[config.mk]
export PLATFORM = sky130hd
export DESIGN_NAME = disp_scan_sel
export DESIGN_NICKNAME = d
export VERILOG_FILES = /design/src/rtl/disp_scan_sel.sv
export SDC_FILE = /design/constraint.sdc
export NUM_CORES = 2
export LEC_CHECK = 0
export ABC_CLOCK_PERIOD_IN_PS = 10350
export BUFFER_PORTS_ARGS = -buffer_cell sky130_fd_sc_hd__buf_2
export CORE_AREA = 4 4 554 556
export DETAILED_ROUTE_END_ITERATION = 10
export DIE_AREA = 0 0 558 560
export GPL_TIMING_DRIVEN = 0
export PLACE_DENSITY_LB_ADDON = 0.1
export SKIP_CTS_REPAIR_TIMING = 1
export SYNTH_ARGS = -nofsm -noshare
export SYNTH_HDL_FRONTEND = slang
export SYNTH_SLANG_ARGS = --single-unit
[constraint.sdc]
create_clock -name clk -period 10.35 [get_ports clk]
set_input_delay 3.105 -clock clk [delete_from_list [all_inputs] [get_ports clk]]
set_output_delay 3.105 -clock clk [all_outputs]
set_load 0.01 [all_outputs]
[src/rtl/disp_scan_sel.sv]
// disp_scan_sel: registered display source selector with manual and masked auto-scan modes
module disp_scan_sel #(
  parameter int          NCH     = 19,
  parameter int          DW      = 64,
  parameter int          DWELL   = 50_000_000,
  parameter logic [63:0] RST_NUM = 64'h0123456789ABCDEF
) (
  input  logic              clk,
  input  logic              rst,
  input  logic              EN,
  input  logic              scan,
  input  logic [4:0]        Disp_sel,
  input  logic [NCH*DW-1:0] disp_bus,
  input  logic [NCH-1:0]    narrow_mask,
  input  logic [NCH-1:0]    blink_mask,
  input  logic [NCH-1:0]    scan_mask,
  input  logic [4*NCH-1:0]  point_in,
  input  logic [3:0]        blink_in,
  output logic [DW-1:0]     Disp_num,
  output logic [3:0]        point_out,
  output logic [3:0]        blink_out,
  output logic [4:0]        cur_ch,
  output logic              ch_chg,
  output logic              sel_err
);
  localparam int CW = $clog2(DWELL);
  localparam logic [DW-1:0] NARROW_KEEP = {{(DW/2){1'b0}}, {(DW-DW/2){1'b1}}};

  logic [CW-1:0] r_cnt;
  logic [4:0]    r_cur_ch;
  logic [DW-1:0] r_num;
  logic [3:0]    r_point;
  logic [3:0]    r_blink;
  logic          r_chg;
  logic          r_err;

  logic [31:0]   w_smask;
  logic [31:0]   w_nmask;
  logic [31:0]   w_bmask;
  logic [4:0]    w_scan_nxt;
  logic          w_valid;
  logic          w_wrap;
  logic          w_upd;
  logic [4:0]    w_ch;
  logic [DW-1:0] w_data;

  // channel index c+i reduced modulo NCH (both operands already below NCH)
  function automatic logic [4:0] f_add(input logic [4:0] c, input int i);
    logic [5:0] s;
    s = {1'b0, c} + 6'(i);
    return (s >= 6'(NCH)) ? 5'(s - 6'(NCH)) : s[4:0];
  endfunction

  assign w_smask = 32'(scan_mask);
  assign w_nmask = 32'(narrow_mask);
  assign w_bmask = 32'(blink_mask);
  assign w_valid = {1'b0, Disp_sel} < 6'(NCH);
  assign w_wrap  = r_cnt == CW'(DWELL - 1);
  assign w_upd   = scan | w_valid;
  assign w_ch    = scan ? (w_wrap ? w_scan_nxt : r_cur_ch) : (w_valid ? Disp_sel : r_cur_ch);
  assign w_data  = disp_bus[w_ch*DW +: DW] & (w_nmask[w_ch] ? NARROW_KEEP : {DW{1'b1}});

  // nearest enabled channel above cur_ch, cyclic; lowest offset wins, own channel stays if none
  always_comb begin
    w_scan_nxt = r_cur_ch;
    for (int i = NCH - 1; i >= 1; i--)
      if (w_smask[f_add(r_cur_ch, i)]) w_scan_nxt = f_add(r_cur_ch, i);
  end

  // state and registered outputs; manual mode keeps the dwell counter parked at 0
  always_ff @(posedge clk) begin
    if (rst) begin
      r_cnt    <= '0;
      r_cur_ch <= '0;
      r_num    <= DW'(RST_NUM);
      r_point  <= 4'b1111;
      r_blink  <= 4'b0000;
      r_chg    <= 1'b0;
      r_err    <= 1'b0;
    end else if (EN) begin
      r_cnt    <= (scan && !w_wrap) ? r_cnt + CW'(1) : '0;
      r_cur_ch <= w_ch;
      r_chg    <= w_ch != r_cur_ch;
      r_err    <= !scan && !w_valid;
      if (w_upd) begin
        r_num   <= w_data;
        r_point <= point_in[w_ch*4 +: 4];
        r_blink <= w_bmask[w_ch] ? blink_in : 4'b0000;
      end
    end else begin
      r_chg <= 1'b0;
    end
  end

  assign Disp_num  = r_num;
  assign point_out = r_point;
  assign blink_out = r_blink;
  assign cur_ch    = r_cur_ch;
  assign ch_chg    = r_chg;
  assign sel_err   = r_err;
endmodule

==> impl_metrics.yaml <==
sta:
  fin_crit_ps: 10480
  period_share: 1.01
  finalMaxSlewViolations: 11
  fin_skew_ps: 30.8
  setup_viol: 11
  holdWs_ps: 454
  worst_slew_pin_slew_ps: 1510
  maxSlewHeadroom: -0.00932
  finalHoldViolCount: 0
  totalNegativeSetupSlack_ps: -682
  fin_ws_ps: -130
  max_freq_mhz: 95.4
yosys:
  syn_area_mm2: 0.0277
  yosysSeqAreaShare: 0.0759
  synthCells: 4076
  synth-edff-count: 0
  synth-seq-cells: 105
  synthArstFlopShare: 0
  yosysWarnings: 0
  synth.distinct_cells: 135
  synth_nets: 5463
  avgSynthCellArea_um2: 6.79
  synth_top_flop_cell: "dfxtp_1"
critical_path:
  crit_chain: "clkbuf_1, mux2_2, nand2_1, o21ai_0, mux4_2, a21oi_1, a21o_1, mux2_2, a311oi_2, a211oi_1, o311ai_2, a41oi_4, clkbuf_4, nor2b_4, buf_2, clkbuf_2, a32oi_2, a31oi_1, o22a_1"
  reg2reg_to: "Disp_num[0]$_SDFFE_PP1P_"
  rrSetupSlack_ps: -100
  startpoint_type: "primary input"
  worst_r2r_path_depth: 28
  required_ps: 10760
  crit_fanout: 10
  slowest_stage: "mux2_2"
  slowest_delay_ps: 620
  path_class: "primary input to flop"
  worstSetupEndpointType: "flop"
  cp_common_cell: "mux2_2"
  arrival_ps: 10890
  r2r-start: "cur_ch[0]$_SDFFE_PP0P_"
cells_and_area:
  regArea_mm2: 0.00211
  final_cells: 9969
  drive_gt1_frac: 0.371
  area_delta_synth_final_pct: 54.6
  fin_util: 0.142
  fill_cells: 35600
  postLayoutCellArea_mm2: 0.0428
  num-nets-final: 6939
  multi_input_area_mm2: 0.0243
floorplanning:
  die_y_um: 560
  io-pin-count: 1441
  rows: 202
  dieArea_mm2: 0.312
  start_util: 0.0917
  die_x_um: 558
  core_mm2: 0.302
placed_design:
  dp_hpwl_um: 385000
  dpl_cell_area_mm2: 0.0402
  globalplace.congestion: 0.986
  port_buffers: 1434
  post-place-ws_ps: -3550
  placed_cells: 9507
min_path:
  worst_hold_path.endpoint: "Disp_num[41]$_SDFFE_PP0P_"
  hp-start: "Disp_num[41]$_SDFFE_PP0P_"
  hold_depth: 2
  hp-class: "flop to flop"
clock_tree:
  clk-insertion-delay-late_ps: 460
  clk_pin_slew_ps: 110
  cts-root-buf: "clkbuf_16"
  cts_tree: "done"
  htreeDepth: 3
  numClockSinks: 105
  clk_path_buf_depth: 2
  cts_inserted_buffers: 9
global_routing:
  grt_usage: 0.268
  grt-ovfl-total: 0
  grt_pass1_vias: 42400
  grt_pass1_wl_um: 533000
  antenna_found_initial: 334
  grt_max_degree: 20
drt:
  drtAntennaViolNets: 0
  route.met3.wl_um: 32100
  route.top_layer_used: "met5"
  wl_per_cell_um: 44.2
  dr_wl_met2_um: 207000
  vias: 44400
  finalWirelength_um: 440000
  viasPerCell: 4.46
  drc_errors: 0
  drtIter0Drc: 4487
  met1_length_um: 171000
  dr.pass1.iters: 8
power:
  power_mw: 4.81
  ir_drop_v: 0.000101
  pwr_density_cell_mw_per_mm2: 112
  leakage_nw: 17.1
job:
  cap_violations: 1
run_status:
  status: "finished, violations left"
  violations: "capacitance limit, slew limit, setup timing"
==> synthesized netlist by cell type (22+ instances only) <==
cell type | count | area share
clkbuf_1 | 138 | 0.019
o22ai_1 | 50 | 0.011
mux2_2 | 26 | 0.011
o21ai_1 | 59 | 0.011
nand4_1 | 25 | 0.0056
xnor2_1 | 56 | 0.018
o221ai_1 | 28 | 0.0089
inv_1 | 41 | 0.0056
nor3_1 | 89 | 0.016
ha_1 | 25 | 0.011
o211ai_1 | 69 | 0.019
a32oi_1 | 53 | 0.017
a221oi_1 | 29 | 0.0092
buf_1 | 33 | 0.0045
a31oi_1 | 59 | 0.013
o31a_1 | 23 | 0.0073
nand2_1 | 786 | 0.11
nand2b_1 | 25 | 0.0056
mux2i_1 | 469 | 0.17
buf_2 | 144 | 0.026
buf_6 | 30 | 0.012
a21oi_1 | 283 | 0.051
o21ai_0 | 140 | 0.025
a2bb2oi_1 | 22 | 0.0070
mux4_2 | 28 | 0.023
nand3_1 | 344 | 0.062
o32a_1 | 22 | 0.0080
a211oi_1 | 45 | 0.012
dfxtp_1 | 105 | 0.076
nor2_1 | 215 | 0.029
a21boi_0 | 29 | 0.0079
buf_4 | 39 | 0.011
==> state kept, by name, indices dropped and copies added (netlist names) <==
name	count
Disp_num	64
cur_ch	5
point_out	4
sel_err	1
blink_out	4
ch_chg	1
r_cnt	26
==> cell families (layout without fill, tap and decap cells) <==
family,Yosys count,count (layout),synth area share
buffers and inverters,433,1914,0.0786
flip-flops,105,105,0.0759
AND/OR/NAND/NOR,1652,1652,0.270
other,0,434,0
XOR/XNOR,84,84,0.0327
multiplexers,528,528,0.205
AO/OA/AOI/OAI,1248,1248,0.326
adder cells (fa/ha/maj),26,26,0.0117
==> where the power goes <==
part / internal [mW] / switching (mW) / total [mW]
Sequential: 0.438 / 0.0308 / 0.469
Clock: 0.201 / 0.253 / 0.454
Combinational: 1.15 / 2.74 / 3.89
==> critical path: cells and delay by family <==
| kind | cells | cell delay (ps) |
|---|---|---|
| AO/OA/AOI/OAI | 10 | 3540 |
| buffers and inverters | 4 | 1980 |
| multiplexers | 3 | 1600 |
| AND/OR/NAND/NOR | 2 | 540 |
==> cell usage in the layout (no fill, tap or decap), types with 23 or more instances in the layout <==
| master | instances |
|---|---|
| mux2_2 | 26 |
| clkbuf_1 | 106 |
| a21oi_1 | 276 |
| buf_4 | 55 |
| o21ai_1 | 59 |
| o211ai_1 | 69 |
| a211oi_1 | 40 |
| ha_1 | 23 |
| mux2i_1 | 424 |
| o221ai_1 | 28 |
| a32oi_1 | 28 |
| nand2b_1 | 25 |
| mux2i_2 | 37 |
| clkbuf_4 | 36 |
| nor3_1 | 80 |
| a31oi_1 | 55 |
| buf_6 | 49 |
| diode_2 | 434 |
| clkbuf_2 | 30 |
| nand2_1 | 785 |
| nor2_1 | 209 |
| o21ai_0 | 138 |
| o22ai_1 | 49 |
| inv_1 | 40 |
| a221oi_1 | 26 |
| nand3_1 | 342 |
| nand4_1 | 25 |
| dfxtp_1 | 102 |
| buf_2 | 1541 |
| xnor2_1 | 53 |
| mux4_2 | 28 |
==> cell type report <==
type,instances,share of cell area
flip-flops and latches,105,0.0493
well taps,3978,0.116
inverters,49,0.00456
repair buffers,1466,0.177
plain buffers,383,0.0520
clock buffers,10,0.00558
diodes,434,0.0254
multi-input cells,3538,0.568
clock inverters,6,0.00193
==> worst max path at each step <==
stage | startpoint | end | slack (ps) | depth (start not counted)
4_1_cts | cur_ch[0]$_SDFFE_PP0P_ | Disp_num[1]$_SDFFE_PP1P_ | -3540 | 29
2_1_floorplan | scan_mask[4] | Disp_num[34]$_SDFFE_PP1P_ | 3080 | 20
3_3_place_gp | cur_ch[0]$_SDFFE_PP0P_ | Disp_num[46]$_SDFFE_PP1P_ | -4110 | 26
6_report | scan_mask[4] | Disp_num[0]$_SDFFE_PP1P_ | -130 | 19
5_1_grt | cur_ch[3]$_SDFFE_PP0P_ | Disp_num[12]$_SDFFE_PP0P_ | -80 | 28
3_5_place_dp | cur_ch[0]$_SDFFE_PP0P_ | Disp_num[1]$_SDFFE_PP1P_ | -3550 | 29
==> metal layers <==
layer	track usage	vias up
met4	0.142	138
met5	0	-
li1	-	18900
met1	0.315	22200
met2	0.452	2518
met3	0.0602	693
Power figures use the tool's default switching activity.
